$ cat src/rtl/parity_pkg.sv
// Shared definitions for the odd-parity generator / checker pair:
// receiver FSM states, default widths and the reference parity function.
package parity_pkg;

  localparam int DATA_W_DEF     = 4;
  localparam bit ODD_PARITY_DEF = 1'b1;

  typedef enum logic [1:0] {
    IDLE,
    DATA,
    PARITY,
    STOP
  } rx_state_t;

  // Odd convention returns the XNOR of the data bits, so data plus parity always carries an odd number of ones.
  function automatic logic parity_bit(input logic [DATA_W_DEF-1:0] data, input logic odd);
    return odd ? ~(^data) : (^data);
  endfunction

endpackage

$ cat src/rtl/parity_check_rx_if.sv
// Serial-input / parallel-output bundle of the parity checking receiver.
// The master side drives the line and strobes; the slave side is the receiver.
interface parity_check_rx_if #(
  parameter int DATA_W = 4,
  parameter int CNT_W  = 8
);

  logic              bit_en;
  logic              rx_in;
  logic              clr_err;
  logic [DATA_W-1:0] data_out;
  logic              data_valid;
  logic              parity_err;
  logic              frame_err;
  logic              busy;
  logic [CNT_W-1:0]  err_count;

  modport master (
    output bit_en, rx_in, clr_err,
    input  data_out, data_valid, parity_err, frame_err, busy, err_count
  );

  modport slave (
    input  bit_en, rx_in, clr_err,
    output data_out, data_valid, parity_err, frame_err, busy, err_count
  );

endinterface

$ cat src/rtl/sat_counter.sv
// Saturating up-counter with synchronous clear; a clear on the same edge
// as an increment leaves the count at zero.
module sat_counter #(
  parameter int CNT_W = 8
) (
  input  logic             clk,
  input  logic             rst_n,
  input  logic             i_inc,
  input  logic             i_clr,
  output logic [CNT_W-1:0] o_count
);

  logic [CNT_W-1:0] r_count;

  always_ff @(posedge clk or negedge rst_n) begin
    if (!rst_n) begin
      r_count <= '0;
    end else if (i_clr) begin
      r_count <= '0;
    end else if (i_inc && (r_count != '1)) begin
      r_count <= r_count + 1'b1;
    end
  end

  assign o_count = r_count;

endmodule

$ cat src/rtl/parity_check_rx.sv
// Receiver for start / DATA_W data bits LSB first / parity / stop frames.
// Recovers the word, flags parity and framing errors, and counts bad frames.
module parity_check_rx
  import parity_pkg::*;
#(
  parameter int DATA_W     = DATA_W_DEF,
  parameter bit ODD_PARITY = ODD_PARITY_DEF,
  parameter int CNT_W      = 8
) (
  input  logic             clk,
  input  logic             rst_n,
  parity_check_rx_if.slave bus
);

  localparam int             BW       = (DATA_W > 1) ? $clog2(DATA_W) : 1;
  localparam logic [BW-1:0]  LAST_BIT = BW'(DATA_W - 1);

  rx_state_t         r_state;
  logic [BW-1:0]     r_bitCnt;
  logic [DATA_W-1:0] r_shift;
  logic              r_ones;
  logic [DATA_W-1:0] r_data;
  logic              r_valid;
  logic              r_parErr;
  logic              r_frameErr;

  logic              w_frameDone;
  logic              w_parErrNow;
  logic              w_badFrame;
  logic [CNT_W-1:0]  w_errCount;

  // r_ones already holds data XOR parity by the time STOP is sampled.
  assign w_frameDone = bus.bit_en && (r_state == STOP);
  assign w_parErrNow = ODD_PARITY ? ~r_ones : r_ones;
  assign w_badFrame  = w_frameDone && (w_parErrNow || !bus.rx_in);

  always_ff @(posedge clk or negedge rst_n) begin
    if (!rst_n) begin
      r_state    <= IDLE;
      r_bitCnt   <= '0;
      r_shift    <= '0;
      r_ones     <= 1'b0;
      r_data     <= '0;
      r_valid    <= 1'b0;
      r_parErr   <= 1'b0;
      r_frameErr <= 1'b0;
    end else begin
      r_valid <= 1'b0;
      if (bus.bit_en) begin
        unique case (r_state)
          IDLE: begin
            if (!bus.rx_in) begin
              r_state  <= DATA;
              r_bitCnt <= '0;
              r_ones   <= 1'b0;
            end
          end
          DATA: begin
            r_shift[r_bitCnt] <= bus.rx_in;
            r_ones            <= r_ones ^ bus.rx_in;
            if (r_bitCnt == LAST_BIT) begin
              r_state <= PARITY;
            end else begin
              r_bitCnt <= r_bitCnt + 1'b1;
            end
          end
          PARITY: begin
            r_ones  <= r_ones ^ bus.rx_in;
            r_state <= STOP;
          end
          STOP: begin
            r_state    <= IDLE;
            r_data     <= r_shift;
            r_parErr   <= w_parErrNow;
            r_frameErr <= ~bus.rx_in;
            r_valid    <= 1'b1;
          end
          default: r_state <= IDLE;
        endcase
      end
    end
  end

  sat_counter #(
    .CNT_W (CNT_W)
  ) u_errCounter (
    .clk     (clk),
    .rst_n   (rst_n),
    .i_inc   (w_badFrame),
    .i_clr   (bus.clr_err),
    .o_count (w_errCount)
  );

  assign bus.data_out   = r_data;
  assign bus.data_valid = r_valid;
  assign bus.parity_err = r_parErr;
  assign bus.frame_err  = r_frameErr;
  assign bus.busy       = (r_state != IDLE);
  assign bus.err_count  = w_errCount;

endmodule

$ cat src/flat_wrapper.sv
// flat-port wrapper written by rule: the top's interface ports become plain ports
module parity_check_rx_flat import parity_pkg::*;
#(
  parameter int DATA_W     = DATA_W_DEF,
  parameter bit ODD_PARITY = ODD_PARITY_DEF,
  parameter int CNT_W      = 8
)
  (clk, rst_n, bus_bit_en, bus_rx_in, bus_clr_err, bus_data_out, bus_data_valid, bus_parity_err, bus_frame_err, bus_busy, bus_err_count);
  parity_check_rx_if #(.DATA_W(DATA_W), .CNT_W(CNT_W)) bus_i ();
  input  logic clk;
  input  logic rst_n;
  input wire logic [$bits(bus_i.bit_en)-1:0] bus_bit_en;
  input wire logic [$bits(bus_i.rx_in)-1:0] bus_rx_in;
  input wire logic [$bits(bus_i.clr_err)-1:0] bus_clr_err;
  output wire logic [$bits(bus_i.data_out)-1:0] bus_data_out;
  output wire logic [$bits(bus_i.data_valid)-1:0] bus_data_valid;
  output wire logic [$bits(bus_i.parity_err)-1:0] bus_parity_err;
  output wire logic [$bits(bus_i.frame_err)-1:0] bus_frame_err;
  output wire logic [$bits(bus_i.busy)-1:0] bus_busy;
  output wire logic [$bits(bus_i.err_count)-1:0] bus_err_count;
  assign bus_i.bit_en = bus_bit_en;
  assign bus_i.rx_in = bus_rx_in;
  assign bus_i.clr_err = bus_clr_err;
  assign bus_data_out = bus_i.data_out;
  assign bus_data_valid = bus_i.data_valid;
  assign bus_parity_err = bus_i.parity_err;
  assign bus_frame_err = bus_i.frame_err;
  assign bus_busy = bus_i.busy;
  assign bus_err_count = bus_i.err_count;
  parity_check_rx #(.DATA_W(DATA_W), .ODD_PARITY(ODD_PARITY), .CNT_W(CNT_W)) u_core (.clk(clk), .rst_n(rst_n), .bus(bus_i));
endmodule
$ cat config.mk
export PLATFORM = sky130hd
export DESIGN_NAME = parity_check_rx_flat
export DESIGN_NICKNAME = d
export VERILOG_FILES = /design/src/rtl/parity_pkg.sv /design/src/rtl/parity_check_rx_if.sv /design/src/rtl/sat_counter.sv /design/src/rtl/parity_check_rx.sv /design/src/flat_wrapper.sv
export SDC_FILE = /design/constraint.sdc
export NUM_CORES = 1
export LEC_CHECK = 0
export CAP_MARGIN = 20
export CORE_MARGIN = 2
export CORE_UTILIZATION = 40
export DETAILED_ROUTE_END_ITERATION = 10
export PLACE_DENSITY_LB_ADDON = 0.05
export SLEW_MARGIN = 30
export SYNTH_ARGS = -nofsm -noshare
export SYNTH_HDL_FRONTEND = slang
export SYNTH_SLANG_ARGS = --single-unit
$ cat constraint.sdc
create_clock -name clk -period 2 [get_ports clk]
set_clock_uncertainty 0.2 [all_clocks]
set_input_delay 0.3 -clock clk [delete_from_list [all_inputs] [get_ports clk]]
set_output_delay 0.3 -clock clk [all_outputs]
set_load 0.005 [all_outputs]
==> results.yml, run 1 <==
floorplanning:
  coreArea_sq_um: 3030
  dieArea_sq_um: 3600
  rows: 20
  die_y_um: 60.0
  ioPinCount: 21
  die_x_um: 60.0
  start_util_pct: 41.4
flow_run:
  cap_violations: 0
global_route:
  antenna_found_initial: 0
  first_global_vias: 856
  grt_usage_pct: 14.3
  grt_max_degree: 25
  grt_pass1_wl_um: 3780
  globalRouteOverflowTotal: 0
yosys:
  synthTopCellsByCount: "dfrtp_1 (24), ha_1 (12), nand2_1 (11)"
  yosys.area_share.adder_pct: 12.0
  synth-seq-area-share_pct: 47.9
  synth_top_area_share_pct: 47.9
  synth.area.mux_share_pct: 10.6
  synthArstFlopShare_pct: 100
  synth_top_family_by_area: "simple AND/OR/NAND/NOR gates"
  avgSynthCellArea_sq_um: 10.8
  yosysWarnings: 0
  synth_area_leaders: "dfrtp_1 (48%), ha_1 (12%), mux2_2 (9.0%), nand2_1 (3.3%), o21ai_0 (3.2%)"
  synthXorXnorAreaFrac_pct: 1.40
  synthSimpleGateAreaFrac_pct: 14.1
  netlist_instances: 116
  syn_area_sq_um: 1250
  synth_top_area_cell: "dfrtp_1"
  synth-seq-cells: 24
  synth_most_common_cell: "dfrtp_1"
  synth_compound_gate_area_share_pct: 10.3
  synth_edf_count: 0
  synth_cell_types: 31
  synth_nets: 133
  yosys_most_used_dff: "dfrtp_1"
clocking:
  max-clock-path-buffers: 2
  numCtsBuffers: 3
  cts.root.buffer_cell: "clkbuf_4"
  clk_pin_slew_ns: 0.12
  clock_sinks: 24
  insertion_delay_ns: 0.30
  ctsHoldBuffers: 0
  cts_tree: "built"
  h-tree-depth: 1
route:
  drt_first_pass_iters: 4
  drt-initial-drc-count: 49
  via_per_inst: 4.91
  antenna_left: 0
  wl_per_cell_um: 11.9
  drc: 0
  totalWireLength_um: 2290
  vias: 948
layout:
  fin_util_pct: 54.3
  diodes: 0
  syn2layout_area_growth_pct: 30.9
  layout-drive-gt1-share_pct: 24.2
  layout.nets: 168
placed_design:
  io_buffers: 20
  gp_congestion: 0.732
  hpwl_um: 1690
worst_setup_path:
  end_kind: "flop"
  cp_max_fo: 6
  worstSetupPathType: "flop to flop"
  startpoint_type: "flop"
  arrival_ns: 1.97
  r2r_setup_slack_ns: 0.07
  required_ns: 2.05
power:
  power.leakage_nw: 0.731
  cellPowerDensity_nw_per_um2: 1070
  ir_drop_mv: 0.564
  power.total_w: 0.00176
timing:
  period_share_pct: 96.3
  timing.fmax_mhz: 519
  setup_violations: 0
  fin_crit_ns: 1.93
  hold_violations: 0
  fin_hold_ws_ns: 0.140
  slew_violations: 0
  slew_headroom_pct: 77.3
  worstMarginPinSlew_ns: 0.337
status:
  outcome: "completed"
hold_path:
  min-delay-path-class: "input pin to asynchronous set/reset pin"
==> report_power, final <==
part	switching (W)	internal, W	total (W)
logic	0.000346	0.000476	0.000822
clock network	0.000132	0.0000702	0.000202
registers	0.0000923	0.000640	0.000732
total	0.000570	0.00119	0.00176
==> per-layer routing <==
layer	global-route usage (%)	up-vias	wire [um]
li1	-	473	-
met1	20.5	454	1150
met2	20.7	19	1040
met3	2.60	2	77
met4	6.67	0	21
met5	0	-	0
==> sequential cells by signal, summed over array words and instances (netlist names) <==
signal,flops
u_core.u_errCounter.o_count,8
u_core.bus.data_out,4
u_core.bus.data_valid,1
u_core.r_shift,4
u_core.r_bitCnt,2
u_core.r_ones,1
u_core.r_state,2
u_core.bus.frame_err,1
u_core.bus.parity_err,1
==> worst max-delay path, stage by stage, from the launching register on <==
cell and delay (ns):
dfrtp_1 0.39, buf_4 0.11, buf_4 0.11, ha_2 0.18
and3b_4 0.21, o21ai_4 0.07, buf_4 0.15, or3_1 0.32
a21oi_2 0.14
==> cells in the final DEF (no fill, tap or decap), types with 3 or more instances in the layout <==
| master | Yosys | routed |
|---|---|---|
| nand2_1 | 11 | 11 |
| o21ai_0 | 8 | 8 |
| nand3_1 | 5 | 5 |
| clkbuf_4 | 0 | 3 |
| ha_1 | 12 | 10 |
| dfrtp_1 | 24 | 24 |
| inv_1 | 9 | 7 |
| mux2_2 | 10 | 10 |
| clkdlybuf4s50_1 | 0 | 19 |
| a21oi_1 | 4 | 3 |
| buf_4 | 1 | 13 |
| nor2_1 | 5 | 5 |
==> layout make-up <==
type	count	area (sq um)
Fill cell	286	1390
Clock buffer	3	22.5
Timing Repair Buffer	33	300
Tap cell	44	55.1
Multi-Input combinational cell	80	631
Sequential cell	24	601
Inverter	9	33.8
==> metrics by stage <==
| stage | TNS, ns | std cells | setup WS [ns] | area, sq um |
|---|---|---|---|---|
| 2_1_floorplan | 0 | 116 | 0.213 | 1250 |
| 3_3_place_gp | -0.855 | 186 | -0.213 | 1560 |
| 3_5_place_dp | -0.984 | 186 | -0.219 | 1560 |
| 4_1_cts | 0 | 192 | 0.00757 | 1620 |
| 5_1_grt | -0.0202 | 193 | -0.0201 | 1640 |
| 6_report | 0 | 193 | 0.0742 | 1640 |
==> logic make-up (layout without fill, tap and decap cells) <==
group / after synthesis / in the layout
xor gates and xnor gates: 2 / 2
AOI/OAI and AO/OA: 20 / 20
buffers and inverters: 12 / 45
and+or+nand+nor: 34 / 34
DFF: 24 / 24
adders and majority gates: 12 / 12
muxes: 12 / 12
==> final timing paths <==
| check | start | endpoint | cells past startpoint |
|---|---|---|---|
| worst max-delay path | u_core.r_state[0] | u_core.u_errCounter.o_count[3] | 8 |
| worst min-delay path | rst_n | u_core.u_errCounter.o_count[4] | 2 |
| worst max register to register | u_core.r_state[0] | u_core.u_errCounter.o_count[3] | 8 |
| worst min register to register | u_core.bus.frame_err | u_core.bus.frame_err | 2 |
| max in group asynchronous | rst_n | u_core.r_shift[0] | 2 |
| min in group clk | u_core.bus.frame_err | u_core.bus.frame_err | 2 |
==> what timing repair did <==
item / CTS / global route
setup buffers: 3 / 1
endpoints found under the hold margin: 0 / 0
gates resized for setup: 4 / 4
pin swaps: 0 / 0
setup endpoints to repair: 1 / 5
Power figures use the tool's default switching activity.
==> run 2, diff against run 1 <==
TNS_END_PERCENT = 10   (was unset)
==> results.yml, run 2 (synthesized netlist as in run 1, its figures left out) <==
clocking:
  numCtsBuffers: 3
  insertion_delay_ns: 0.30
  cts_tree: "built"
  h-tree-depth: 1
  clock_sinks: 24
  max-clock-path-buffers: 2
  clk_pin_slew_ns: 0.12
  ctsHoldBuffers: 0
  cts.root.buffer_cell: "clkbuf_4"
global_route:
  grt_usage_pct: 14.3
  first_global_vias: 856
  globalRouteOverflowTotal: 0
  grt_pass1_wl_um: 3780
  grt_max_degree: 25
  antenna_found_initial: 0
floorplanning:
  die_y_um: 60.0
  rows: 20
  start_util_pct: 41.4
  dieArea_sq_um: 3600
  coreArea_sq_um: 3030
  die_x_um: 60.0
  ioPinCount: 21
worst_setup_path:
  arrival_ns: 1.98
  required_ns: 2.05
  critical_path.max_stage_delay_ns: 0.39
  cpMostUsedCell: "buf_4"
  crit_chain: "buf_4, buf_4, ha_2, and3b_4, o21ai_4, buf_4, or3_1, a21oi_2"
  crit_slowest_cell: "dfrtp_1"
  end_kind: "flop"
  worstSetupPathType: "flop to flop"
  critical_path.top_delay_family: "simple AND/OR/NAND/NOR gates"
  path_buf_inv: 3
  startpoint_type: "flop"
  cp_max_fo: 6
layout:
  largest_reg_flops: 8
  diodes: 0
  final_cell_mix: "dfrtp_1 (24), clkdlybuf4s50_1 (19), buf_4 (12)"
  layout_commonest_cell: "dfrtp_1"
  final_area_sq_um: 1640
  finalNonFillerCells: 192
  fin_util_pct: 54.0
  layout.nets: 167
  syn2layout_area_growth_pct: 30.3
  layout-drive-gt1-share_pct: 23.6
timing:
  slew_violations: 0
  hold_violations: 0
  fin_hold_ws_ns: 0.141
  timing.fmax_mhz: 518
  slew_headroom_pct: 77.7
  fin_crit_ns: 1.93
  setup_violations: 0
  rsz0062_at_grt: "true"
  worstMarginPinSlew_ns: 0.332
  period_share_pct: 96.5
route:
  wl_per_cell_um: 11.9
  antenna_left: 0
  drc: 0
  totalWireLength_um: 2280
  drt-initial-drc-count: 49
  vias: 939
  via_per_inst: 4.89
  drt_first_pass_iters: 3
flow_run:
  cap_violations: 0
status:
  outcome: "completed"
hold_path:
  min-delay-path-class: "input pin to asynchronous set/reset pin"
power:
  cellPowerDensity_nw_per_um2: 1070
  power.total_w: 0.00175
  ir_drop_mv: 0.563
  power.leakage_nw: 0.726
placed_design:
  numPlacedInstances: 186
  gp_congestion: 0.732
  io_buffers: 20
  dpl_cell_area_sq_um: 1560
  hpwl_um: 1690
-- run 2: layer usage --
layer,GRT usage [%],vias to the layer above,part of all wire [%]
li1,-,471,-
met1,20.5,450,50
met2,20.7,16,45
met3,2.60,2,3.2
met4,6.67,0,0.92
met5,0,-,0
-- run 2: worst register-to-register path: cells and delay by family, from the launching register on --
family | cells | cell delay [ns]
AOI/OAI and AO/OA | 2 | 0.21
and+or+nand+nor | 2 | 0.53
buffers and inverters | 3 | 0.37
DFF | 1 | 0.39
adders and majority gates | 1 | 0.18
-- run 2: cell type report --
| type | count | area, sq um |
|---|---|---|
| Tap cell | 44 | 55.1 |
| Multi-Input combinational cell | 80 | 631 |
| Fill cell | 286 | 1390 |
| Inverter | 9 | 33.8 |
| Timing Repair Buffer | 32 | 293 |
| Sequential cell | 24 | 601 |
| Clock buffer | 3 | 22.5 |
-- run 2: path summary, 6_finish.rpt --
kind	start	end	slack [ns]	cells past startpoint
max	u_core.r_state[0]	u_core.u_errCounter.o_count[3]	0.07	8
min	rst_n	u_core.u_errCounter.o_count[4]	0.14	2
max reg2reg	u_core.r_state[0]	u_core.u_errCounter.o_count[3]	0.07	8
min reg2reg	u_core.bus.frame_err	u_core.bus.frame_err	0.30	2
max in group asynchronous	rst_n	u_core.r_shift[0]	1.22	2
min in group clk	u_core.bus.frame_err	u_core.bus.frame_err	0.30	2
-- run 2: what timing repair did --
item                       CTS  global route
resized for setup            4             4
cloned                       0             0
pin swaps                    0             1
setup buffers                3             0
setup endpoints to repair    1             5
-- run 2: where the power goes --
group / leakage [nW] / internal, W / switching (W)
sequential: 0.310 / 0.000640 / 0.0000923
clock: 0.0138 / 0.0000702 / 0.000132
combinational: 0.402 / 0.000469 / 0.000344
-- run 2: metrics by stage --
stage	setup slack (ns)	TNS, ns
after floorplan	0.213	0
after global placement	-0.213	-0.855
after detailed placement	-0.219	-0.984
after CTS	0.00757	0
after global routing	-0.0253	-0.0305
final	0.0704	0
==> run 3, diff against run 2 <==
SYNTH_HIERARCHICAL = 1   (was unset)
clock period = 2.45 ns   (was 2 ns; I/O delays follow)
==> results.yml, run 3 <==
layout:
  final_cell_mix: "dfrtp_1 (24), clkdlybuf4s50_1 (20), ha_1 (13)"
  largest_reg_flops: 8
  layout-drive-gt1-share_pct: 15.5
  layout_commonest_cell: "dfrtp_1"
  layout.nets: 161
  final_area_sq_um: 1610
  syn2layout_area_growth_pct: 25.6
  diodes: 0
  fillCellCount: 300
route:
  via_per_inst: 4.87
  antenna_left: 0
  vias: 905
  drt_first_pass_iters: 4
  wl_per_cell_um: 12.6
  totalWireLength_um: 2340
  drc: 0
  drt-initial-drc-count: 26
floorplanning:
  die_x_um: 60.7
  rows: 20
  coreArea_sq_um: 3050
  start_util_pct: 42.1
  dieArea_sq_um: 3680
  die_y_um: 60.7
  ioPinCount: 21
yosys:
  synthArstFlopShare_pct: 100
  netlist_instances: 116
  synth_edf_count: 0
  synth-seq-area-share_pct: 46.7
  yosys_most_used_dff: "dfrtp_1"
  synth_top_area_share_pct: 46.7
  avgSynthCellArea_sq_um: 11.1
  synth_most_common_cell: "dfrtp_1"
  synth-seq-cells: 24
  syn_area_sq_um: 1280
  synth_top_area_cell: "dfrtp_1"
  synthTopCellsByCount: "dfrtp_1 (24), ha_1 (13), mux2_2 (10)"
  synth_cell_types: 33
  yosysWarnings: 6
  synth_nets: 134
  synth_area_leaders: "dfrtp_1 (47%), ha_1 (13%), mux2_2 (8.8%), mux2i_1 (3.1%), inv_1 (2.6%)"
timing:
  timing.fmax_mhz: 439
  slew_violations: 0
  period_share_pct: 92.9
  hold_violations: 0
  setup_violations: 0
  fin_hold_ws_ns: 0.183
  rsz0062_at_grt: "false"
  fin_crit_ns: 2.28
  worstMarginPinSlew_ns: 0.386
  setup-tns-final_ns: 0
  slew_headroom_pct: 73.6
  setup_ws_ns: 0.173
clocking:
  cts_tree: "built"
  ctsResizeCount: 0
  max-clock-path-buffers: 2
  clock_sinks: 24
  numCtsBuffers: 3
  cts.root.buffer_cell: "clkbuf_4"
  ctsHoldBuffers: 0
  insertion_delay_ns: 0.31
  clk_pin_slew_ns: 0.14
  h-tree-depth: 1
  post_cts_buffers: 0
global_route:
  grt_max_degree: 25
  grt_pass1_wl_um: 3950
  antenna_found_initial: 0
  first_global_vias: 847
  globalRouteOverflowTotal: 0
  grt_usage_pct: 14.5
placed_design:
  post-place-ws_ns: 0.158
  hpwl_um: 1750
  dpl_cell_area_sq_um: 1560
  gp_congestion: 0.703
  io_buffers: 20
worst_setup_path:
  crit_chain: "inv_1, ha_1, inv_1, clkdlybuf4s50_1"
  r2r_cells: 4
  startpoint_type: "flop"
  crit_start: "u_core/r_state[0]"
  worstSetupPathType: "flop to output port"
  r2r_setup_slack_ns: 0.50
  end_kind: "output port"
  r2r-start: "u_core/u_errCounter/o_count[0]"
  cp_max_fo: 5
  arrival_ns: 1.71
  r2r-end: "u_core/u_errCounter/o_count[0]"
  crit_end: "bus_busy"
  critical_path.max_stage_delay_ns: 0.49
  required_ns: 1.88
  crit_slowest_cell: "clkdlybuf4s50_1"
  cpMostUsedCell: "inv_1"
power:
  p_comb_share_pct: 38.2
  cellPowerDensity_nw_per_um2: 885
  power.leakage_nw: 0.743
  p_sw_w: 0.000436
  pwr-share-clk_pct: 20.1
  switching_share_pct: 30.5
  ir_drop_mv: 0.384
  sequentialPowerShare_pct: 41.7
  p_int_w: 0.000993
hold_path:
  min-delay-path-class: "input pin to asynchronous set/reset pin"
status:
  outcome: "completed"
flow_run:
  cap_violations: 0
==> run 3: how the worst min path moves through the flow <==
stage / depth (start not counted) / to / start / slack, ns
3_5_place_dp: 2 / u_core/bus.parity_err / u_core/bus.parity_err / 0.28
4_1_cts: 2 / u_core/r_shift[1] / rst_n / 0.18
2_1_floorplan: 0 / u_core/bus.data_out[0] / rst_n / -0.13
3_3_place_gp: 2 / u_core/bus.frame_err / u_core/bus.frame_err / 0.27
5_1_grt: 2 / u_core/bus.data_out[1] / rst_n / 0.18
6_report: 2 / u_core/r_shift[1] / rst_n / 0.18
==> run 3: power groups by stage <==
stage,Clock [W],Combinational (W),Sequential (W)
floorplan,0,0.000328,0.000593
detailed placement,0,0.000549,0.000610
finish,0.000288,0.000545,0.000596
global route,0.000316,0.000623,0.000616
global placement,0,0.000539,0.000601
CTS,0.000299,0.000555,0.000599
==> run 3: layer usage <==
| layer | routed length [um] | track usage (%) | up-vias |
|---|---|---|---|
| met2 | 1070 | 22.0 | 15 |
| met1 | 1170 | 20.3 | 430 |
| met3 | 76 | 3.20 | 2 |
| met4 | 21 | 5.59 | 0 |
| li1 | - | - | 458 |
| met5 | 0 | 0 | - |
==> run 3: area by class of cell <==
type / instances / area, sq um / share of cell area (%)
clock buffer: 3 / 22.5 / 1.40
clock inverter: 1 / 30.0 / 1.86
inverter: 9 / 33.8 / 2.09
multi-input combinational: 81 / 642 / 39.8
sequential: 24 / 601 / 37.2
tap: 44 / 55.1 / 3.41
timing repair buffer: 24 / 230 / 14.3
==> run 3: worst max-delay path: cells and delay by family, from the launching register on <==
family	cells	cell delay, ns
buffers and inverters	3	0.68
adders and majority gates	1	0.26
DFF	1	0.46
==> run 3: kinds of logic (layout without fill, tap and decap cells) <==
family | after synthesis | in the layout | share of synthesized area (%)
AO/OA/AOI/OAI | 15 | 15 | 7.98
buffers and inverters | 11 | 37 | 3.31
multiplexers | 15 | 15 | 13.0
flip-flops | 24 | 24 | 46.7
adder cells (fa/ha/maj) | 13 | 13 | 12.7
AND/OR/NAND/NOR | 38 | 38 | 16.3
==> run 3: per-stage QoR <==
stage	std cells	power [W]	utilization, %
3_5_place_dp	182	0.00116	51.1
6_report	186	0.00143	52.9
5_1_grt	186	0.00155	52.9
4_1_cts	186	0.00145	52.9
2_1_floorplan	116	0.000922	-
3_3_place_gp	182	0.00114	51.1
==> RTL edit 1: new RTL, settings of run 1 <==
`CNT_W` is set to 8 in 4 places; all go to 10.
--- a/src/rtl/parity_check_rx_if.sv
+++ b/src/rtl/parity_check_rx_if.sv
@@ -2,7 +2,7 @@
 // The master side drives the line and strobes; the slave side is the receiver.
 interface parity_check_rx_if #(
   parameter int DATA_W = 4,
-  parameter int CNT_W  = 8
+  parameter int CNT_W  = 10
 );
 
   logic              bit_en;
--- a/src/rtl/sat_counter.sv
+++ b/src/rtl/sat_counter.sv
@@ -1,7 +1,7 @@
 // Saturating up-counter with synchronous clear; a clear on the same edge
 // as an increment leaves the count at zero.
 module sat_counter #(
-  parameter int CNT_W = 8
+  parameter int CNT_W = 10
 ) (
   input  logic             clk,
   input  logic             rst_n,
--- a/src/rtl/parity_check_rx.sv
+++ b/src/rtl/parity_check_rx.sv
@@ -5,7 +5,7 @@
 #(
   parameter int DATA_W     = DATA_W_DEF,
   parameter bit ODD_PARITY = ODD_PARITY_DEF,
-  parameter int CNT_W      = 8
+  parameter int CNT_W      = 10
 ) (
   input  logic             clk,
   input  logic             rst_n,
--- a/src/flat_wrapper.sv
+++ b/src/flat_wrapper.sv
@@ -3,7 +3,7 @@
 #(
   parameter int DATA_W     = DATA_W_DEF,
   parameter bit ODD_PARITY = ODD_PARITY_DEF,
-  parameter int CNT_W      = 8
+  parameter int CNT_W      = 10
 )
   (clk, rst_n, bus_bit_en, bus_rx_in, bus_clr_err, bus_data_out, bus_data_valid, bus_parity_err, bus_frame_err, bus_busy, bus_err_count);
   parity_check_rx_if #(.DATA_W(DATA_W), .CNT_W(CNT_W)) bus_i ();
Ports: changed (resized bus_err_count); port bits go from 21 to 23. No check against the original RTL was run, so the function may have changed too.
==> RTL edit 1 against run 1 <==
  * Worst setup slack improved by 0.038 ns
  * Sequential power increased by 7.1%
  * Largest power group is now registers
  * Fmax rose by 2.0%
  * Routed wire length rose by 19%
  * Final area increased by 9.1%
  * Sequential cell count is 2 higher
  * Power grew 3.6%
  * Worst hold slack is essentially flat
  * Clock power rose by 30%
  * Area after synthesis grew 12%
  * Critical endpoint is now bus_err_count[5]
  * Critical path type is now flop to primary output
  * Critical path depth fell by 7
  * Cell count up 12%
==> RTL edit 1: results (changes against run 1) <==
| Metric | Value |
|---|---|
| Status | completed (unchanged) |
| Slew @ Worst Pin | 0.382 ns (was 0.337 ns) |
| Reg2Reg Depth | 6 (was 8) |
| Crit path DAT | 1.39 ns (was 1.97 ns) |
| Compound-Gate Fraction of Synth Area | 11.1% (was 10.3%) |
| Comb_multi_in | 99 (was 80) |
| Non-clk invs | 8 (was 9) |
| Slowest cell on crit path | clkdlybuf4s50_1 (was dfrtp_1) |
| Leakage | 0.767 nW (was 0.731 nW) |
| Initial DRC count | 31 (was 49) |
| Sinks on Clock Net | 26 (was 24) |
| IO buf count | 22 (was 20) |
| Drt pass-1 iters | 4 (unchanged) |
| Clk slew on worst S/H paths | 0.14 ns (was 0.12 ns) |
| DR WL/cell | 12.6 um (was 11.9 um) |
| Gpl congestion | 0.830 (was 0.732) |
| Largest net degree at the start of global routing | 27 (was 25) |
| Syn Nets | 153 (was 133) |
| Total GRT Usage | 15.1% (was 14.3%) |
| Mux cell area share after synthesis | 7.94% (was 10.6%) |
| Max FO, Critical Path | 8 (was 6) |
| Nets | 188 (was 168) |
| Multi-input gate share of total cell area | 39.7% (was 38.4%) |
| Crit path largest cell delay | 0.56 ns (was 0.39 ns) |
| Sw power | 0.582 mW (was 0.570 mW) |
| Met3 usage in global routing | 2.86% (was 2.60%) |
| Number of setup buffers added after CTS | 2 (was 3) |
| Max-Cap Viols | 0 (unchanged) |
| GR Util met2 | 23.1% (was 20.7%) |
| DPL Wire Length | 2080 um (was 1690 um) |
| Clk pwr share | 14.4% (was 11.5%) |
| Detail-routed via count per cell | 5.14 (was 4.91) |
| Sequential area share after synthesis | 46.4% (was 47.9%) |
| Synth top area cells | dfrtp_1, ha_1, mux2_2, nor3_1, o21ai_0 (was dfrtp_1, ha_1, mux2_2, nand2_1, o21ai_0) |
| Switching portion of total power | 32.0% (was 32.5%) |
| Final clock-cell share | 2.03% (was 1.37%) |
| Yosys cell types | 36 (was 31) |
| # clk buffers | 4 (was 3) |
| Sequential group power | 0.784 mW (was 0.732 mW) |
| Non-clock buffer share | 17.0% (was 18.3%) |
| First-pass GRT wire length | 4830 um (was 3780 um) |
| IR drop worst, VDD | 578 uV (was 564 uV) |
| Top delay family on crit path | buffers and inverters (was simple AND/OR/NAND/NOR gates) |
| Max reg flops | 10 (was 8) |
| XOR/XNOR share of the synthesized area | 0% (was 1.40%) |
| Post-synthesis adder-cell area fraction | 10.7% (was 12.0%) |
| Vias in the first global route | 1,047 (was 856) |
| Register area | 651 um^2 (was 601 um^2) |
| Layout fillers | 324 (was 286) |
| Layout cells sized above 1 | 18.8% (was 24.2%) |
| Met1 usage | 21.8% (was 20.5%) |
| Post-synth top cells | dfrtp_1, nor3_1, ha_1, nand2_1 (was dfrtp_1, ha_1, nand2_1) |
==> RTL edit 1: cell count changes after synthesis, moves of 2 or more <==
cell     change
nor3_1      +13
a21oi_1      +2
a31oi_1      +2
dfrtp_1      +2
nand3_1      +2
xor2_1       -2
==> RTL edit 1: per-stage QoR <==
| stage | cells | setup WS (ns) | hold slack [ns] | TNS, ns | instance area (um^2) |
|---|---|---|---|---|---|
| floorplan | 136 | 0.262 | -0.196 | 0 | 1400 |
| global placement | 210 | -0.156 | 0.269 | -0.614 | 1730 |
| detailed placement | 210 | -0.158 | 0.286 | -0.644 | 1730 |
| CTS | 216 | 0.00800 | 0.147 | 0 | 1790 |
| global route | 216 | 0.00790 | 0.146 | 0 | 1790 |
| finish | 216 | 0.112 | 0.140 | 0 | 1790 |
==> RTL edit 1: per-layer routing <==
metal  up-vias  share of wire (%)  wire (um)
li1        565                  -          -
met1       522                 52       1430
met2        21                 43       1160
met3         2                4.2        116
met4         0               0.73         20
met5         -                  0          0
==> RTL edit 1: path summary, 6_finish.rpt <==
check                                          startpoint                        endpoint  slack, ns
max in group asynchronous                           rst_n  u_core.u_errCounter.o_count[2]       1.22
min in group clk                            u_core.r_ones           u_core.bus.parity_err       0.30
max reg2reg                             u_core.r_state[0]  u_core.u_errCounter.o_count[9]       0.15
max                        u_core.u_errCounter.o_count[5]                bus_err_count[5]       0.11
min reg2reg                                 u_core.r_ones           u_core.bus.parity_err       0.30
min                                                 rst_n          u_core.bus.data_out[2]       0.14
==> RTL edit 1: worst register-to-register path: stages, from the launching register on <==
cell	delay, ns
dfrtp_1	0.39
buf_4	0.13
ha_1	0.23
and3b_1	0.24
nand3_2	0.14
o31a_1	0.30
nor3_1	0.16
==> RTL edit 2: new RTL, config.mk and constraints of run 1 <==
Without the edit above. The 4 states of `rx_state_t` get a one-hot encoding in 4 bits.
--- a/src/rtl/parity_pkg.sv
+++ b/src/rtl/parity_pkg.sv
@@ -5,11 +5,11 @@
   localparam int DATA_W_DEF     = 4;
   localparam bit ODD_PARITY_DEF = 1'b1;
 
-  typedef enum logic [1:0] {
-    IDLE,
-    DATA,
-    PARITY,
-    STOP
+  typedef enum logic [3:0] {
+    IDLE   = 4'b0001,
+    DATA   = 4'b0010,
+    PARITY = 4'b0100,
+    STOP   = 4'b1000
   } rx_state_t;
 
   // Odd convention returns the XNOR of the data bits, so data plus parity always carries an odd number of ones.
Check against the original RTL: no difference found for any inputs over 10 cycles, from zero or initial values and one cycle with rst_n low; not proved beyond that.
==> RTL edit 2 against run 1 <==
  * The flow now finishes with violations (negative setup slack)
  * Sequential share of layout area rose by 1.5 points
  * Clock power rose by 81%
  * Routed wire length rose by 11%
  * Count of clock-buffer cells in the layout did not move
  * Power fell by 14%
  * Utilization rose by 2.3 points
  * Register-to-register slack got worse by 0.07 ns
  * Worst setup slack got worse by 0.097 ns
  * Area after synthesis rose by 0.20%
  * Non-clock buffer count rose by 6
  * Sequential cell count rose by 2
  * Final area rose by 4.2%
==> RTL edit 2: results (changes against run 1) <==
| Metric | Value |
|---|---|
| End of the critical path | bus_busy (was u_core.u_errCounter.o_count[3]) |
| Status | complete, but fails checks (was completed) |
| Final WL | 2550 um (was 2290 um) |
| Comb_multi_in | 77 (was 80) |
| Number of flip-flops and latches | 26 (was 24) |
| Slew @ Worst Pin | 0.341 ns (was 0.337 ns) |
| Final Power | 1.51 mW (was 1.76 mW) |
| Layout fillers | 268 (was 286) |
| Power Clock | 0.365 mW (was 0.202 mW) |
| Metal-1 WL | 1120 um (was 1150 um) |
| Cell Count Post-Placement | 190 (was 186) |
| Worst path required time | 1.50 ns (was 2.05 ns) |
| Final clock-cell share | 3.07% (was 1.37%) |
| Mapped Area | 1260 um^2 (was 1250 um^2) |
| Synth top area cells | dfrtp_1, mux2_2, ha_1, a21oi_1, o21ai_0 (was dfrtp_1, ha_1, mux2_2, nand2_1, o21ai_0) |
| DPL Wire Length | 1930 um (was 1690 um) |
| Metal2 WL | 1270 um (was 1040 um) |
| Final WS setup | -0.0229 ns (was 0.0742 ns) |
| Syn Inst Count | 113 (was 116) |
| Clk slew on worst S/H paths | 0.14 ns (was 0.12 ns) |
| Non-clock buffer share | 20.3% (was 18.3%) |
| Post-DP Area | 1610 um^2 (was 1560 um^2) |
| Max FO, Critical Path | 2 (was 6) |
| Post-synth top cells | dfrtp_1, mux2_2, a21oi_1, nand2_1 (was dfrtp_1, ha_1, nand2_1) |
| Initial DRC count | 51 (was 49) |
| Number of setup buffers added after CTS | 0 (was 3) |
| Min Hold Slack | 0.120 ns (was 0.140 ns) |
| Multi-input gate share of total cell area | 33.8% (was 38.4%) |
| Setup slack, reg-to-reg | 0 ns (was 0.07 ns) |
| Failing checks | negative setup slack |
| Final setup violation count | 1 (was 0) |
| Leakage | 0.762 nW (was 0.731 nW) |
| Yosys cell types | 32 (was 31) |
| Cell internal pwr | 1.09 mW (was 1.19 mW) |
| Sequential area share after synthesis | 51.8% (was 47.9%) |
| Layout cells sized above 1 | 26.8% (was 24.2%) |
| Detail-routed via count per cell | 5.06 (was 4.91) |
==> RTL edit 2: cell count changes after synthesis, sizes merged, moves of 2 or more <==
| cell | run 1 | this run |
|---|---|---|
| inv | 9 | 7 |
| nand3 | 6 | 4 |
| a31oi | 0 | 2 |
| o21ai | 10 | 7 |
| a21oi | 4 | 8 |
| or4 | 1 | 3 |
| nand2 | 12 | 8 |
| nor2 | 5 | 7 |
| ha | 12 | 6 |
==> RTL edit 2: routing by layer <==
layer,GRT usage (%),up-vias
li1,-,491
met1,18.2,480
met2,28.3,21
met3,2.16,5
met4,11.4,0
met5,0,-
==> RTL edit 2: cells by family after synthesis <==
kind of cell | count (synthesis) | synth area share (%)
simple gates | 34 | 15.3
flops | 26 | 51.8
compound gates | 25 | 12.5
mux | 11 | 9.75
buf+inv | 10 | 3.88
fa+ha+maj | 6 | 5.97
xor+xnor | 1 | 0.697
==> RTL edit 2: critical path: stages (launching register included) <==
cell and delay [ns]:
dfstp_2 0.57, or4b_4 0.49, buf_6 0.14
